===== config.mk =====
export PLATFORM = sky130hd
export DESIGN_NAME = seq_max_switch_monitor
export DESIGN_NICKNAME = d
export VERILOG_FILES = /design/src/rtl/seq_max_switch_monitor.sv
export SDC_FILE = /design/constraint.sdc
export NUM_CORES = 1
export LEC_CHECK = 0
export ABC_AREA = 0
export CAP_MARGIN = 10
export CORE_MARGIN = 2
export CORE_UTILIZATION = 42
export DETAILED_ROUTE_END_ITERATION = 16
export MAX_ROUTING_LAYER = met4
export PLACE_DENSITY = 0.74
export RECOVER_POWER = 25
export SETUP_SLACK_MARGIN = 0.5
export SLEW_MARGIN = 5
export SYNTH_ARGS = -nofsm -noshare
export SYNTH_HDL_FRONTEND = slang
export SYNTH_SLANG_ARGS = --single-unit

===== constraint.sdc =====
create_clock -name clk -period 1.5 [get_ports clk]
set_clock_uncertainty 0.15 [all_clocks]
set_input_delay 0.45 -clock clk [delete_from_list [all_inputs] [get_ports clk]]
set_output_delay 0.45 -clock clk [all_outputs]
set_load 0.03 [all_outputs]

===== src/rtl/seq_max_switch_monitor.sv =====
// Max-switching event monitor: event counters, run-length alarm FSM, optional window.
// Optional sliding-window count enabled by defining SEQ_MAX_SWITCH_MON_WINDOW_EN.
module seq_max_switch_monitor #(
    parameter int RUN_THRESH = 4,
    parameter int CNT_NBITS  = 8,
    parameter int WINDOW     = 8
) (
    input  logic                         clk,
    input  logic                         reset,
    input  logic                         max_switching,
    input  logic                         ack,
    output logic [CNT_NBITS-1:0]         total_count,
    output logic [7:0]                   run_len,
    output logic                         alarm,
    output logic [1:0]                   state,
    output logic [$clog2(WINDOW+1)-1:0]  win_count
);

    localparam int   WCW      = $clog2(WINDOW + 1);
    localparam logic ONE_SHOT = (RUN_THRESH == 1);

    typedef enum logic [1:0] {
        IDLE  = 2'd0,
        RUN   = 2'd1,
        ALARM = 2'd2,
        HOLD  = 2'd3
    } state_t;

    state_t     state_q;
    state_t     state_d;
    logic [8:0] run_inc;
    logic       run_hit;

    // 9-bit compare so a saturated run_len still reads as past threshold
    assign run_inc = {1'b0, run_len} + 9'd1;
    assign run_hit = (run_inc >= 9'(RUN_THRESH));
    assign state   = state_q;

    always_comb begin
        state_d = state_q;
        unique case (state_q)
            IDLE: begin
                if (max_switching)
                    state_d = ONE_SHOT ? ALARM : RUN;
            end
            RUN: begin
                if (!max_switching)
                    state_d = IDLE;
                else if (run_hit)
                    state_d = ALARM;
                else
                    state_d = RUN;
            end
            ALARM: begin
                if (!max_switching)
                    state_d = ack ? IDLE : HOLD;
            end
            HOLD: begin
                if (!ack)
                    state_d = max_switching ? ALARM : HOLD;
                else if (max_switching)
                    state_d = ONE_SHOT ? ALARM : RUN;
                else
                    state_d = IDLE;
            end
            default: state_d = IDLE;
        endcase
    end

    always_ff @(posedge clk or posedge reset) begin
        if (reset) begin
            state_q     <= IDLE;
            alarm       <= 1'b0;
            total_count <= '0;
            run_len     <= '0;
        end else begin
            state_q <= state_d;
            alarm   <= (state_d == ALARM) || (state_d == HOLD);
            if (max_switching && (total_count != '1))
                total_count <= total_count + CNT_NBITS'(1);
            if (!max_switching)
                run_len <= 8'd0;
            else if (run_len != 8'hFF)
                run_len <= run_len + 8'd1;
        end
    end

`ifdef SEQ_MAX_SWITCH_MON_WINDOW_EN
    logic [WINDOW-1:0] hist;

    always_ff @(posedge clk or posedge reset) begin
        if (reset) begin
            hist      <= '0;
            win_count <= '0;
        end else begin
            hist      <= {hist[WINDOW-2:0], max_switching};
            win_count <= win_count + WCW'(max_switching)
                         - WCW'(hist[WINDOW-1]);
        end
    end
`else
    assign win_count = '0;
`endif

endmodule


## Word-level counts from Yosys, hierarchy flattened

Index checks and enable logic that the tools add are counted.

- $add $sub $neg: 3
- $lt $le $gt $ge: 1
- Muxes and demuxes: 11
- Equality and inequality tests: 8
- Reduce and logical (&&, ||, !) cells: 3

Operators by type and width:

| cell | number |
|---|---|
| $add 8x1->8 const B | 2 |
| $mux 8 | 2 |
| $ne 8x8->1 const B | 2 |
| $mux 2 | 6 |
| $add 8x1->9 const B | 1 |
| $ge 9x3->1 const B | 1 |
| $eq 2x2->1 const B | 4 |
| $pmux 2 s4 | 1 |
| $eq 2x1->1 const B | 1 |
| $logic_not 2->1 | 1 |
| $mux 1 | 2 |
| $ne 2x1->1 const B | 1 |
| $logic_and 1x1->1 | 1 |
| $logic_or 1x1->1 | 1 |

- Bits of input ports: 4
- Logic and storage cells: 30
- Output and inout port bits: 23
- Register bits: 19

## Depth between registers and ports, before layout

- Depth after elaboration: 7
- Depth in mapped cells: 6

## Worst setup path after synthesis

Ideal clock, no wire load.

- Path kind: reg2reg
- Start point: reg total_count[0]
- End point: reg total_count[1]
- Buffers on the path: 0
- Setup time: 125 ps
- Path slack: -335 ps
- Arrival time: 1560 ps
- Stages on the path, launching flop included: 5
- Data required time: 1225 ps
- Cells stage by stage: dfrtp_1 -> ha_1 -> nand3_1 -> o21ai_1 -> mux2_2

- Cells in the longest elaborated chain, start to end: 2
- Elaborated cells between the ends (all ways): 3

RTL lines:

| item | line | RTL |
|---|---|---|
| start: declaration | 12 | `output logic [CNT_NBITS-1:0] total_count,` |
| start signal: assignment | 80 | `total_count <= total_count + CNT_NBITS'(1);` |
| parallel branches: the longest is 2 deep, another holds $add 8x1->8 | -- |  |

Parallel ways; which one is timed is not known.
A chain may end at the register's enable or synchronous reset.

## Final worst setup path

- Start point: reg run_len[1]
- End point: out run_len[1]

RTL lines:

| item | line | RTL |
|---|---|---|
| start: declaration | 13 | `output logic [7:0] run_len,` |
| start signal: assignment | 84 | `run_len <= run_len + 8'd1;` |

No word-level cell between the ends.

==> metrics.cfg <==
[critical_path]
path_class=flop to output pin
crit_required_ns=0.90
worstPathMaxFanout=3
start_kind=flop
path_delay_family=flip-flops
arrival_ns=1.00
path_buf_inv=2
critPathSlowestCell=dfrtp_2
cpPeakStageDelay_ns=0.45
crit_chain=buf_6 > buf_6
cp_common_cell=buf_6
end_kind=output pin

[logic_synthesis]
ys_types=35
synth_compound_area_share_pct=14.4
yosys-top-cells-area=dfrtp_1, nand3_1, buf_4
synth_top_area_share_pct=45.9
synth_top_family_by_area=simple AND/OR/NAND/NOR gates
synthSimpleGateAreaFrac_pct=20.3
postSynthCellCount=100
ys_seq_elements=18
synthAdderAreaFrac_pct=3.82
yosysTopAreaCell=dfrtp_1
yosys_warnings=0
synth_area_um2=982
synth-xor-area-share_pct=6.24
muxShareOfSynthArea_pct=2.17
avgSynthCellArea_um2=9.82
seq_area_frac_synth_pct=45.9

[power_and_ir_drop]
p_sw_share_pct=40.9
leakage_nw=0.843
power.share.clock_pct=10.7
p_per_area_nw_per_um2=1350
internal_power_mw=1.50
p_switching_mw=1.04
ir_drop_v=0.00122
power_frac_seq_pct=28.6
power_frac_comb_pct=60.7

[route]
firstDrtPassIters=4
wl_per_cell_um=15.8
wl_met2_mm=1.72
wl_met1_mm=1.26
wl_met3_um=90
via_per_inst=5.20
wirelength_mm=3.07
drtAntennaViolNets=0
routed.top_layer=met4
drtIter0Drc=8
vias=1014
drc=0

[die]
io_pins=27
die_x_um=52.4
core_um2=2210
fp.dieH_um=52.4
start_util_pct=44.4
row_count=17
dieArea_um2=2740

[clock_tree]
cts-buffers-inserted=3
numClockSinks=18
tritoncts=done
cts-root-buf=clkbuf_4
cts_buffer_depth=2
clkLatencyLatePin_ns=0.30
cts_hold_buffers=0
cts.htree.levels=1
clk_pin_slew_worst_paths_ns=0.11

[timing]
hold_violations=0
setup_slack_ns=-0.104
rsz0062_at_grt=yes
timing.final.crit_share_pct=107
fmax_mhz=623
slew_violations=0
setup_viol=12
period_needed_ns=1.60

[worst_hold_path]
hold_class=flop to flop

[layout]
syn_to_final_growth_pct=90.8
fin_cells=195
diodes=0
nNetsFinal=175
final_layout_size_suffix_gt1_share_pct=70.7

[outcome]
outcome=complete, but fails checks
violations=negative setup slack

[global_route]
grt_pass1_vias=1035
grtUsageTotal_pct=23.5
grt_max_degree=19
antenna_found_initial=0
gr-total-overflow=0
grt_pass1_wl_mm=4.62

[place]
hpwl_mm=1.65
gp_congestion=0.737
portBuffers=22
dp_cells=163
preCtsSetupSlack_ns=-0.285

[run]
maxCapViolations=0

-- worst reg2reg max path: stages (launching register included) --
cell      delay (ns)
dfrtp_2         0.45
buf_6           0.13
ha_4            0.16
and4b_1         0.25
o221ai_2        0.13
a22o_1          0.22
-- power groups by stage --
stage | logic, mW | registers (mW) | clock network (mW)
2_1_floorplan | 0.339 | 1.01 | 0
3_3_place_gp | 0.952 | 0.752 | 0
3_5_place_dp | 0.969 | 0.760 | 0
4_1_cts | 1.39 | 0.720 | 0.265
5_1_grt | 1.62 | 0.736 | 0.295
6_report | 1.54 | 0.724 | 0.271
-- cell families after synthesis --
family,count (synthesis)
AND/OR/NAND/NOR,38
AO/OA/AOI/OAI,20
flip-flops,18
buffers and inverters,11
XOR/XNOR,7
adder cells (fa/ha/maj),3
multiplexers,2
other,1
-- layout by cell type (no fill, tap or decap), types with 2 or more instances in the layout --
| master | instances |
|---|---|
| ha_4 | 3 |
| clkbuf_4 | 3 |
| inv_1 | 2 |
| o21ai_2 | 2 |
| buf_4 | 27 |
| a31oi_1 | 2 |
| conb_1 | 4 |
| nand2_1 | 5 |
| xor2_1 | 4 |
| a21oi_1 | 4 |
| a21oi_2 | 2 |
| nor2_1 | 5 |
| nand4_1 | 3 |
| nand3_1 | 2 |
| xnor2_2 | 3 |
| nor3_2 | 2 |
| dfrtp_2 | 18 |
| buf_6 | 37 |
| and2_1 | 2 |
| nand3_2 | 5 |
-- metal layers --
metal	track usage, %	up-vias
li1	-	481
met1	26.4	511
met2	42.1	20
met3	4.00	2
met4	7.69	0
met5	-	-
-- worst paths after layout --
check                                      startpoint  cells after the start  slack [ns]                    endpoint
max                            run_len[1]$_DFFE_PP0P_                      2       -0.10                  run_len[1]
min                        total_count[7]$_DFFE_PP0P_                      2        0.48  total_count[7]$_DFFE_PP0P_
max reg2reg                    run_len[0]$_DFFE_PP0P_                      5       -0.08             alarm$_DFF_PP0_
min reg2reg                total_count[7]$_DFFE_PP0P_                      2        0.48  total_count[7]$_DFFE_PP0P_
max in group asynchronous                       reset                      3        0.31  total_count[4]$_DFFE_PP0P_
min in group asynchronous                       reset                      3        0.54  total_count[0]$_DFFE_PP0P_
-- per-stage QoR --
step                      TNS (ns)  total power, mW  hold slack [ns]  util (%)  area, µm²
after CTS                   -0.832             2.37            0.311      78.7       1740
after global placement       -2.86             1.70            0.340      62.8       1390
after detailed placement     -3.23             1.73            0.345      62.8       1390
after floorplan             -0.366             1.35            0.237         -       1100
final                       -0.919             2.53            0.480      84.7       1870
after global routing         -1.73             2.65            0.493      84.7       1870
-- flip-flops by register name, summed over array words and instances, names as in the netlist --
name         cells
run_len          8
state            1
total_count      8
alarm            1
-- cells in the mapped netlist --
library cell,instances
dfrtp_1,18
nand3_1,8
a21oi_1,7
nand2_1,7
nor2_1,6
buf_4,5
xor2_1,4
ha_1,3
inv_1,3
nand4_1,3
o21ai_0,3
xnor2_1,3
a31oi_1,2
and2_1,2
clkbuf_1,2
nand2b_1,2
nor3_1,2
nor3b_1,2
nor4_1,2
a22o_1,1
a41o_1,1
and2_0,1
and3_1,1
and4b_1,1
buf_6,1
conb_1,1
mux2_2,1
mux2i_1,1
nor2b_1,1
o21a_1,1
o21ai_1,1
o221ai_2,1
o31a_1,1
o31ai_1,1
o32ai_2,1
-- area by class of cell --
| cell class | instances | area (µm²) |
|---|---|---|
| Fill cell | 128 | 338 |
| Timing Repair Buffer | 68 | 653 |
| Multi-Input combinational cell | 74 | 676 |
| Sequential cell | 18 | 473 |
| Clock buffer | 4 | 26.3 |
| Tap cell | 28 | 35.0 |
| Inverter | 3 | 11.3 |
-- repair_timing --
item | in CTS | in global routing
buffers inserted | 22 | 6
endpoints found under the setup margin | 37 | 37
pin swaps | 11 | 12
gates resized for setup | 43 | 22
(Power assumes the default switching activity.)
